<file path="src/rtl/seg_timer_mux.sv">
// N-digit BCD up/down timer with start/stop/clear pads and a scanned 7-segment driver.
// Optional build macro BLANK_LEADING_ZERO_EN suppresses leading zero digits (digit 0 always shown).

module seg_timer_digit (
  input  logic       clk,
  input  logic [3:0] nib,
  input  logic       dn,
  input  logic       cin,
  output logic [3:0] nxt,
  output logic       cout
);
  // clk is unused; it keeps the per-digit cell interface uniform for retiming later
  logic unused_clk;
  assign unused_clk = clk;

  always_comb begin
    nxt  = nib;
    cout = 1'b0;
    if (cin) begin
      if (!dn) begin
        if (nib >= 4'd9) begin
          nxt  = 4'd0;
          cout = 1'b1;
        end else begin
          nxt = nib + 4'd1;
        end
      end else begin
        if (nib == 4'd0) begin
          nxt  = 4'd9;
          cout = 1'b1;
        end else begin
          nxt = nib - 4'd1;
        end
      end
    end
  end
endmodule

module seg_timer_mux #(
  parameter int NUM_DIGITS = 4,
  parameter int TICK_DIV   = 1000000,
  parameter int SCAN_DIV   = 10000,
  parameter int DP_DIGIT   = 2
) (
  input  logic                  wb_clk_i,
  input  logic                  wb_rst_i,
  input  logic                  start_i,
  input  logic                  stop_i,
  input  logic                  clear_i,
  input  logic                  dir_i,
  output logic [7:0]            seven_seg,
  output logic [NUM_DIGITS-1:0] digit_en,
  output logic                  running_o,
  output logic                  wrap_o
);
  localparam int PW = $clog2(TICK_DIV);
  localparam int SW = $clog2(SCAN_DIV);
  localparam int IW = (NUM_DIGITS > 1) ? $clog2(NUM_DIGITS) : 1;

  typedef struct packed {
    logic clear;
    logic stop;
    logic start;
  } ctrl_t;

  logic [3:0] sync1, sync2;
  logic [2:0] edge_d;
  ctrl_t      ev;
  logic       dir_s;

  logic [PW-1:0] pre;
  logic          tick;

  logic [NUM_DIGITS-1:0][3:0] cnt, cnt_nxt;
  logic [NUM_DIGITS:0]        carry;

  logic [SW-1:0]         scan;
  logic [IW-1:0]         idx;
  logic                  scan_end;
  logic [3:0]            cur;
  logic [6:0]            segs;
  logic [NUM_DIGITS-1:0] en_nxt;

  function automatic logic [6:0] seg7(input logic [3:0] n);
    case (n)
      4'd0: seg7 = 7'h3F;
      4'd1: seg7 = 7'h06;
      4'd2: seg7 = 7'h5B;
      4'd3: seg7 = 7'h4F;
      4'd4: seg7 = 7'h66;
      4'd5: seg7 = 7'h6D;
      4'd6: seg7 = 7'h7D;
      4'd7: seg7 = 7'h07;
      4'd8: seg7 = 7'h7F;
      4'd9: seg7 = 7'h6F;
      default: seg7 = 7'h00;
    endcase
  endfunction

  // Pads: 2-FF sync, then edge detect against the previous synced value
  always_ff @(posedge wb_clk_i or posedge wb_rst_i) begin
    if (wb_rst_i) begin
      sync1  <= '0;
      sync2  <= '0;
      edge_d <= '0;
    end else begin
      sync1  <= {dir_i, clear_i, stop_i, start_i};
      sync2  <= sync1;
      edge_d <= sync2[2:0];
    end
  end

  assign ev    = sync2[2:0] & ~edge_d;
  assign dir_s = sync2[3];
  assign tick  = running_o && (pre == PW'(TICK_DIV - 1));

  assign carry[0] = 1'b1;
  for (genvar g = 0; g < NUM_DIGITS; g++) begin : g_dig
    seg_timer_digit u_dig (
      .clk  (wb_clk_i),
      .nib  (cnt[g]),
      .dn   (dir_s),
      .cin  (carry[g]),
      .nxt  (cnt_nxt[g]),
      .cout (carry[g+1])
    );
  end

  // clear beats stop beats start; a clear still lets a coincident start through
  always_ff @(posedge wb_clk_i or posedge wb_rst_i) begin
    if (wb_rst_i) begin
      running_o <= 1'b0;
      wrap_o    <= 1'b0;
      pre       <= '0;
      cnt       <= '0;
    end else begin
      wrap_o <= 1'b0;
      if (ev.stop)       running_o <= 1'b0;
      else if (ev.start) running_o <= 1'b1;

      if (ev.clear || ev.stop) pre <= '0;
      else if (running_o)      pre <= tick ? '0 : pre + 1'b1;

      if (ev.clear) begin
        cnt <= '0;
      end else if (tick && !ev.stop) begin
        cnt    <= cnt_nxt;
        wrap_o <= carry[NUM_DIGITS];
      end
    end
  end

  assign scan_end = (scan == SW'(SCAN_DIV - 1));

  always_ff @(posedge wb_clk_i or posedge wb_rst_i) begin
    if (wb_rst_i) begin
      scan <= '0;
      idx  <= '0;
    end else begin
      scan <= scan_end ? '0 : scan + 1'b1;
      if (scan_end) idx <= (idx == IW'(NUM_DIGITS - 1)) ? '0 : idx + 1'b1;
    end
  end

`ifdef BLANK_LEADING_ZERO_EN
  logic [NUM_DIGITS-1:0] blank;
  logic                  lead;

  always_comb begin
    blank = '0;
    lead  = 1'b1;
    for (int i = NUM_DIGITS - 1; i > 0; i--) begin
      lead     = lead && (cnt[i] == 4'd0);
      blank[i] = lead;
    end
  end
`endif

  always_comb begin
    en_nxt      = '0;
    en_nxt[idx] = 1'b1;
    cur         = cnt[idx];
`ifdef BLANK_LEADING_ZERO_EN
    segs = blank[idx] ? 7'h00 : seg7(cur);
`else
    segs = seg7(cur);
`endif
  end

  always_ff @(posedge wb_clk_i or posedge wb_rst_i) begin
    if (wb_rst_i) begin
      digit_en  <= NUM_DIGITS'(1);
      seven_seg <= {(DP_DIGIT == 0), 7'h3F};
    end else begin
      digit_en  <= en_nxt;
      seven_seg <= {(int'(idx) == DP_DIGIT), segs};
    end
  end
endmodule

</file>
<file path="config.mk">
export PLATFORM = sky130hd
export DESIGN_NAME = seg_timer_mux
export DESIGN_NICKNAME = d
export VERILOG_FILES = /design/src/rtl/seg_timer_mux.sv
export SDC_FILE = /design/constraint.sdc
export NUM_CORES = 1
export LEC_CHECK = 0
export CAP_MARGIN = 20
export CORE_ASPECT_RATIO = 1.1
export CORE_UTILIZATION = 45
export DETAILED_ROUTE_END_ITERATION = 8
export SKIP_LAST_GASP = 1
export SYNTH_ARGS = -nofsm -noshare
export SYNTH_HDL_FRONTEND = slang
export SYNTH_SLANG_ARGS = --single-unit
</file>
<file path="constraint.sdc">
create_clock -name wb_clk_i -period 2.7 [get_ports wb_clk_i]
set_input_delay 0.405 -clock wb_clk_i [delete_from_list [all_inputs] [get_ports wb_clk_i]]
set_output_delay 0.405 -clock wb_clk_i [all_outputs]
set_load 0.03 [all_outputs]
</file>
==> results of run 1 <==
routing by layer:
layer  GRT usage [%]  share of wire, %  vias to the layer above
li1                -                 -                     1613
met1            25.6                47                     1592
met2            30.8                48                       47
met3            4.15               3.6                       11
met4            8.53               1.4                        0
met5               0                 0                        -
cell families after synthesis:
logic type	after synthesis
buffers and inverters	46
and+or+nand+nor	178
adders and majority gates	25
DFF	76
AOI/OAI and AO/OA	81
muxes	11
xor gates and xnor gates	28
where the power goes:
group          internal, mW  switching [mW]  total [mW]
logic                0.0442          0.0781       0.122
clock network         0.518           0.424       0.942
registers              1.15          0.0161        1.17
Yosys cell counts, types with 4 or more instances:
cell type  count
o22ai_1        5
nand4_1       13
dfrtp_1       69
mux2i_1        5
nor2b_1        6
nand3_1       24
o21ai_0       22
nand2b_1       7
clkbuf_1      10
ha_1          25
inv_1         28
and3_1        11
a21oi_1       11
o211ai_1       4
dfstp_2        7
nor3b_1        4
mux4_2         4
buf_2          7
nor3_1         4
nor4_1         4
xor2_1        18
nor2_1        51
nand2_1       31
xnor2_1       10
flip-flops by register name, summed over array words and instances (netlist names):
| register | cells |
|---|---|
| pre | 20 |
| cnt | 16 |
| scan | 14 |
| seven_seg | 8 |
| sync1 | 4 |
| sync2 | 4 |
| digit_en | 3 |
| edge_d | 3 |
| idx | 2 |
| running_o | 1 |
| wrap_o | 1 |
through the flow:
| stage | power, mW | setup slack, ns |
|---|---|---|
| 2_1_floorplan | 1.27 | 0.368 |
| 3_3_place_gp | 1.31 | 0.448 |
| 5_1_grt | 2.32 | 0.166 |
| 4_1_cts | 2.26 | 0.345 |
| 6_report | 2.23 | 0.327 |
| 3_5_place_dp | 1.32 | 0.370 |
how the worst max path moves through the flow:
stage / startpoint / end
2_1_floorplan: wb_rst_i / cnt[0]
3_3_place_gp: cnt[0] / cnt[10]
3_5_place_dp: cnt[4] / cnt[10]
4_1_cts: cnt[4] / cnt[10]
5_1_grt: cnt[4] / cnt[10]
6_report: cnt[4] / cnt[10]
worst reg2reg max path: stages (launching register included):
cell     delay, ns
dfrtp_1       0.50
inv_1         0.12
ha_1          0.28
nor3b_1       0.19
o22a_1        0.24
or4b_1        0.63
a21oi_2       0.16
o221a_1       0.18
layout make-up:
type	count	area [um^2]
flip-flops and latches	76	1910
clock inverters	5	77.6
fillers	857	4500
clock buffers	11	131
well taps	117	146
multi-input cells	323	2220
repair buffers	26	255
inverters	28	105
==> flow_metrics.tcl, run 1 <==
set metrics [dict create \
    outcome "finished, final reports clean" \
    clock_skew_ns 0.00874 \
    peakVddDrop_mv 0.385 \
    synth_adder_area_share_pct 7.24 \
    slowest_stage "or4b_1" \
    synth_top_area_share_pct 40.0 \
    hold_path_depth 0 \
    core-area_um2 9350 \
    r2r_cells 7 \
    min_period_over_period_pct 87.9 \
    hold_end "sync2[2]" \
    cp_max_fo 9 \
    max-clock-path-buffers 2 \
    final-hold-violation-count 0 \
    ys_async_sr_fraction_pct 100 \
    startpoint_type "flop" \
    grt_pass1_wl_um 15200 \
    crit_chain "inv_1 > ha_1 > nor3b_1 > o22a_1 > or4b_1 > a21oi_2 > o221a_1" \
    synth_top_cell_by_area "dfrtp_1" \
    p_per_area_nw_per_um2 461 \
    drt-initial-drc-count 153 \
    critPathMaxStageDelay_ns 0.63 \
    root_buffer "clkbuf_8" \
    die_area_um2 9990 \
    dr_total_vias 3263 \
    vias_per_cell 5.57 \
    drc 0 \
    wl_per_cell_um 14.7 \
    antenna_found_initial 0 \
    fp.dieW_um 95.4 \
    worst_slew_pin_slew_ns 0.587 \
    drt-pass1-iter-count 4 \
    r2r_slack_ns 0.33 \
    layoutNonFillerInstCount 586 \
    cp.required_ns 3.00 \
    clock_latency_ns 0.36 \
    gp_congestion 0.846 \
    final_nets 495 \
    synth.avg_cell_area_um2 9.71 \
    yosysSeqAreaShare_pct 44.2 \
    syn_nets 476 \
    numCtsBuffers 9 \
    cap_viol_max_count 0 \
    leakage_nw 2.10 \
    setup_viol 0 \
    port_buffers 19 \
    cp.depth 7 \
    start_util_pct 46.2 \
    design_area_um2 4850 \
    synth_xor_area_share_pct 5.68 \
    worstSetupPathType "reg2reg" \
    cts_tree "done" \
    dp_hpwl_um 6120 \
    cts_hold_buf 0 \
    arrival_ns 2.67 \
    drive_gt1_share_pct 10.2 \
    grt_overflow_total 0 \
    cts_max_level 3 \
    synth_compound_area_share_pct 12.7 \
    yosys.area_share.simple_pct 22.1 \
    layout_common_cells "69 x dfrtp_1, 51 x nor2_1, 31 x nand2_1" \
    ctsResizeCount 0 \
    min_period_ns 2.37 \
    setup-tns-final_ns 0 \
    cts_sinks 76 \
    cp.buffers_inverters 1 \
    grt_usage_pct 19.5 \
    io-pin-count 20 \
    drtAntennaViolNets 0 \
    muxShareOfSynthArea_pct 3.77 \
    dp_cells 570 \
    clk_pin_slew_worst_paths_ns 0.08 \
    synth_top_family_by_area "simple AND/OR/NAND/NOR gates" \
    synthDistinctLibCells 60 \
    r2r_start "cnt[4]" \
    syn_to_final_growth_pct 12.3 \
    cp_top_family "simple AND/OR/NAND/NOR gates" \
    max_freq_mhz 421 \
    synth_area_um2 4320 \
    hold_ws_ns 0.350 \
    grt_pass1_vias 3223 \
    yosys_warnings 0 \
    hp-class "reg2reg" \
    synth_edf_count 0 \
    postLayoutCoreUtil_pct 51.9 \
    synth_area_leaders "dfrtp_1 40%, ha_1 7.2%, nor2_1 4.4%, dfstp_2 4.3%, xor2_1 3.7%" \
    post_dp_cell_area_um2 4640 \
    antennaDiodeCount 0 \
    rows 37 \
    wirelength_um 8630 \
    rr_endpoint "cnt[10]" \
    post_cts_buffers 0 \
    end_kind "flop" \
    relSlewSlack_pct 60.9 \
    rsz0062_at_grt "no" \
    hp-start "sync1[2]" \
    ys.flop_type "dfrtp_1" \
    grt_max_degree 44 \
    die_h_um 105 \
    slew_violations 0 \
    layout_commonest_cell "dfrtp_1" \
    synth-seq-cells 76 \
    synth_cells 445 \
]
Power figures use the tool's default switching activity.
==> inputs of run 2 (changes only) <==
--- a/config.mk
+++ b/config.mk
@@ -9,6 +9,7 @@
 export CORE_ASPECT_RATIO = 1.1
 export CORE_UTILIZATION = 45
 export DETAILED_ROUTE_END_ITERATION = 8
+export PLACE_DENSITY = 0.6
 export SKIP_LAST_GASP = 1
 export SYNTH_ARGS = -nofsm -noshare
 export SYNTH_HDL_FRONTEND = slang
==> results of run 2 <==
The final DEF is identical to that of run 1; final timing and power are the same.
==> inputs of run 3 (changes only) <==
--- a/config.mk
+++ b/config.mk
@@ -6,10 +6,11 @@
 export NUM_CORES = 1
 export LEC_CHECK = 0
 export CAP_MARGIN = 20
-export CORE_ASPECT_RATIO = 1.1
+export CORE_ASPECT_RATIO = 1.2
 export CORE_UTILIZATION = 45
 export DETAILED_ROUTE_END_ITERATION = 8
-export PLACE_DENSITY = 0.6
+export PLACE_DENSITY = 0.63
+export RECOVER_POWER = 25
 export SKIP_LAST_GASP = 1
 export SYNTH_ARGS = -nofsm -noshare
 export SYNTH_HDL_FRONTEND = slang
==> constraint.sdc (replaced) <==
create_clock -name wb_clk_i -period 2 [get_ports wb_clk_i]
set_input_delay 0.3 -clock wb_clk_i [delete_from_list [all_inputs] [get_ports wb_clk_i]]
set_output_delay 0.3 -clock wb_clk_i [all_outputs]
set_load 0.03 [all_outputs]
==> flow_metrics.tcl, run 3 (synthesis gave the netlist of run 1 again) <==
set metrics [dict create \
    leakage_nw 2.33 \
    hp-class "in2async" \
    top_register "pre" \
    cts_tree "done" \
    core-area_um2 9180 \
    final-hold-violation-count 0 \
    p_per_area_nw_per_um2 589 \
    slew_violations 0 \
    cp_max_fo 7 \
    rows 38 \
    die_h_um 109 \
    drc 0 \
    grt_max_degree 54 \
    worstSetupPathType "reg2reg" \
    rsz0062_at_grt "yes" \
    final_nets 540 \
    drtAntennaViolNets 0 \
    arrival_ns 2.27 \
    peakVddDrop_mv 0.671 \
    root_buffer "clkbuf_8" \
    die_area_um2 10000 \
    hold_ws_ns 0.349 \
    dp_hpwl_um 6640 \
    num-fill-cells 829 \
    dr_total_vias 3407 \
    port_buffers 19 \
    startpoint_type "flop" \
    max-clock-path-buffers 2 \
    relSlewSlack_pct 12.6 \
    min_period_ns 1.96 \
    gp_congestion 0.920 \
    antennaDiodeCount 0 \
    io-pin-count 20 \
    antenna_found_initial 0 \
    syn_to_final_growth_pct 21.6 \
    start_util_pct 47.1 \
    clock_latency_ns 0.36 \
    outcome "finished, final reports clean" \
    max_freq_mhz 511 \
    layout_common_cells "67 x dfrtp_1, 51 x nor2_1, 50 x buf_4" \
    drt-pass1-iter-count 4 \
    cp.required_ns 2.31 \
    drt-initial-drc-count 171 \
    layout_commonest_cell "dfrtp_1" \
    design_area_um2 5250 \
    largest_reg_flops 20 \
    cts_max_level 3 \
    post_dp_cell_area_um2 4990 \
    reg.largest.list "pre (20), cnt (16), scan (14)" \
    numCtsBuffers 9 \
    grt_usage_pct 19.4 \
    grt_overflow_total 0 \
    postLayoutCoreUtil_pct 57.2 \
    fp.dieW_um 91.4 \
    wirelength_um 9160 \
    wl_per_cell_um 14.4 \
    grt_pass1_vias 3384 \
    worst_slew_pin_slew_ns 1.31 \
    grt_pass1_wl_um 15300 \
    end_kind "flop" \
    vias_per_cell 5.37 \
    r2r_cells 7 \
    clk_pin_slew_worst_paths_ns 0.09 \
    min_period_over_period_pct 97.8 \
    setup_viol 0 \
    cts_sinks 76 \
    drive_gt1_share_pct 20.6 \
    cap_viol_max_count 0 \
    clock_skew_ns 0.0141 \
]
[run 3: changes by cell type in the layout (fill, tap and decap cells not counted), moves of 3 or more]
cell / delta
inv_1: -3
ha_1: -3
buf_4: +44
clkdlybuf4s50_1: -4
dlygate4sd3_1: +4
[run 3: power breakdown]
part | internal [mW] | leakage (nW) | switching, mW
registers | 1.56 | 0.991 | 0.0152
logic | 0.0732 | 1.23 | 0.117
clock network | 0.741 | 0.110 | 0.588
total | 2.37 | 2.33 | 0.721
[run 3: area by class of cell]
| class | count | area (um^2) | area share [%] |
|---|---|---|---|
| Clock buffer | 11 | 141 | 2.69 |
| Clock inverter | 5 | 85.1 | 1.62 |
| Inverter | 28 | 109 | 2.07 |
| Multi-Input combinational cell | 323 | 2260 | 43.1 |
| Sequential cell | 76 | 1910 | 36.4 |
| Tap cell | 120 | 150 | 2.86 |
| Timing Repair Buffer | 71 | 591 | 11.2 |
[run 3: path summary, 6_finish.rpt]
check	from	end	slack (ns)
worst max-delay path	cnt[5]	cnt[10]	0.04
worst min-delay path	wb_rst_i	cnt[3]	0.35
worst max register to register	cnt[5]	cnt[10]	0.04
worst min register to register	sync1[2]	sync2[2]	0.35
max in group asynchronous	wb_rst_i	cnt[4]	0.39
min in group wb_clk_i	sync1[2]	sync2[2]	0.35
[run 3: worst max-delay path: stages (launching register included)]
cell	delay (ns)
dfrtp_1	0.36
inv_2	0.06
ha_4	0.16
nor3b_2	0.16
o22a_1	0.25
or4b_4	0.61
a21oi_2	0.13
o221a_1	0.18
[run 3: timing repair]
item | CTS | global route
endpoints found under the setup margin | 4 | 12
hold buffers | 0 | 0
resized for setup | 1 | 9
pin swaps | 0 | 7
setup buffers | 0 | 2
[run 3: layer usage]
| metal | GRT usage [%] | part of all wire [%] | vias to the layer above |
|---|---|---|---|
| met2 | 35.6 | 51 | 44 |
| met1 | 22.7 | 45 | 1657 |
| met5 | 0 | 0 | - |
| met3 | 2.90 | 2.1 | 9 |
| met4 | 8.39 | 1.4 | 0 |
| li1 | - | - | 1697 |
[run 3: through the flow]
step	power, mW	setup TNS [ns]	cells	worst slack [ns]
2_1_floorplan	1.72	0	445	0.00138
3_3_place_gp	1.80	-0.00522	616	-0.00522
3_5_place_dp	1.80	-0.0396	616	-0.0271
4_1_cts	3.13	-0.00907	632	-0.00499
5_1_grt	3.19	-0.214	634	-0.0638
6_report	3.09	0	634	0.0438
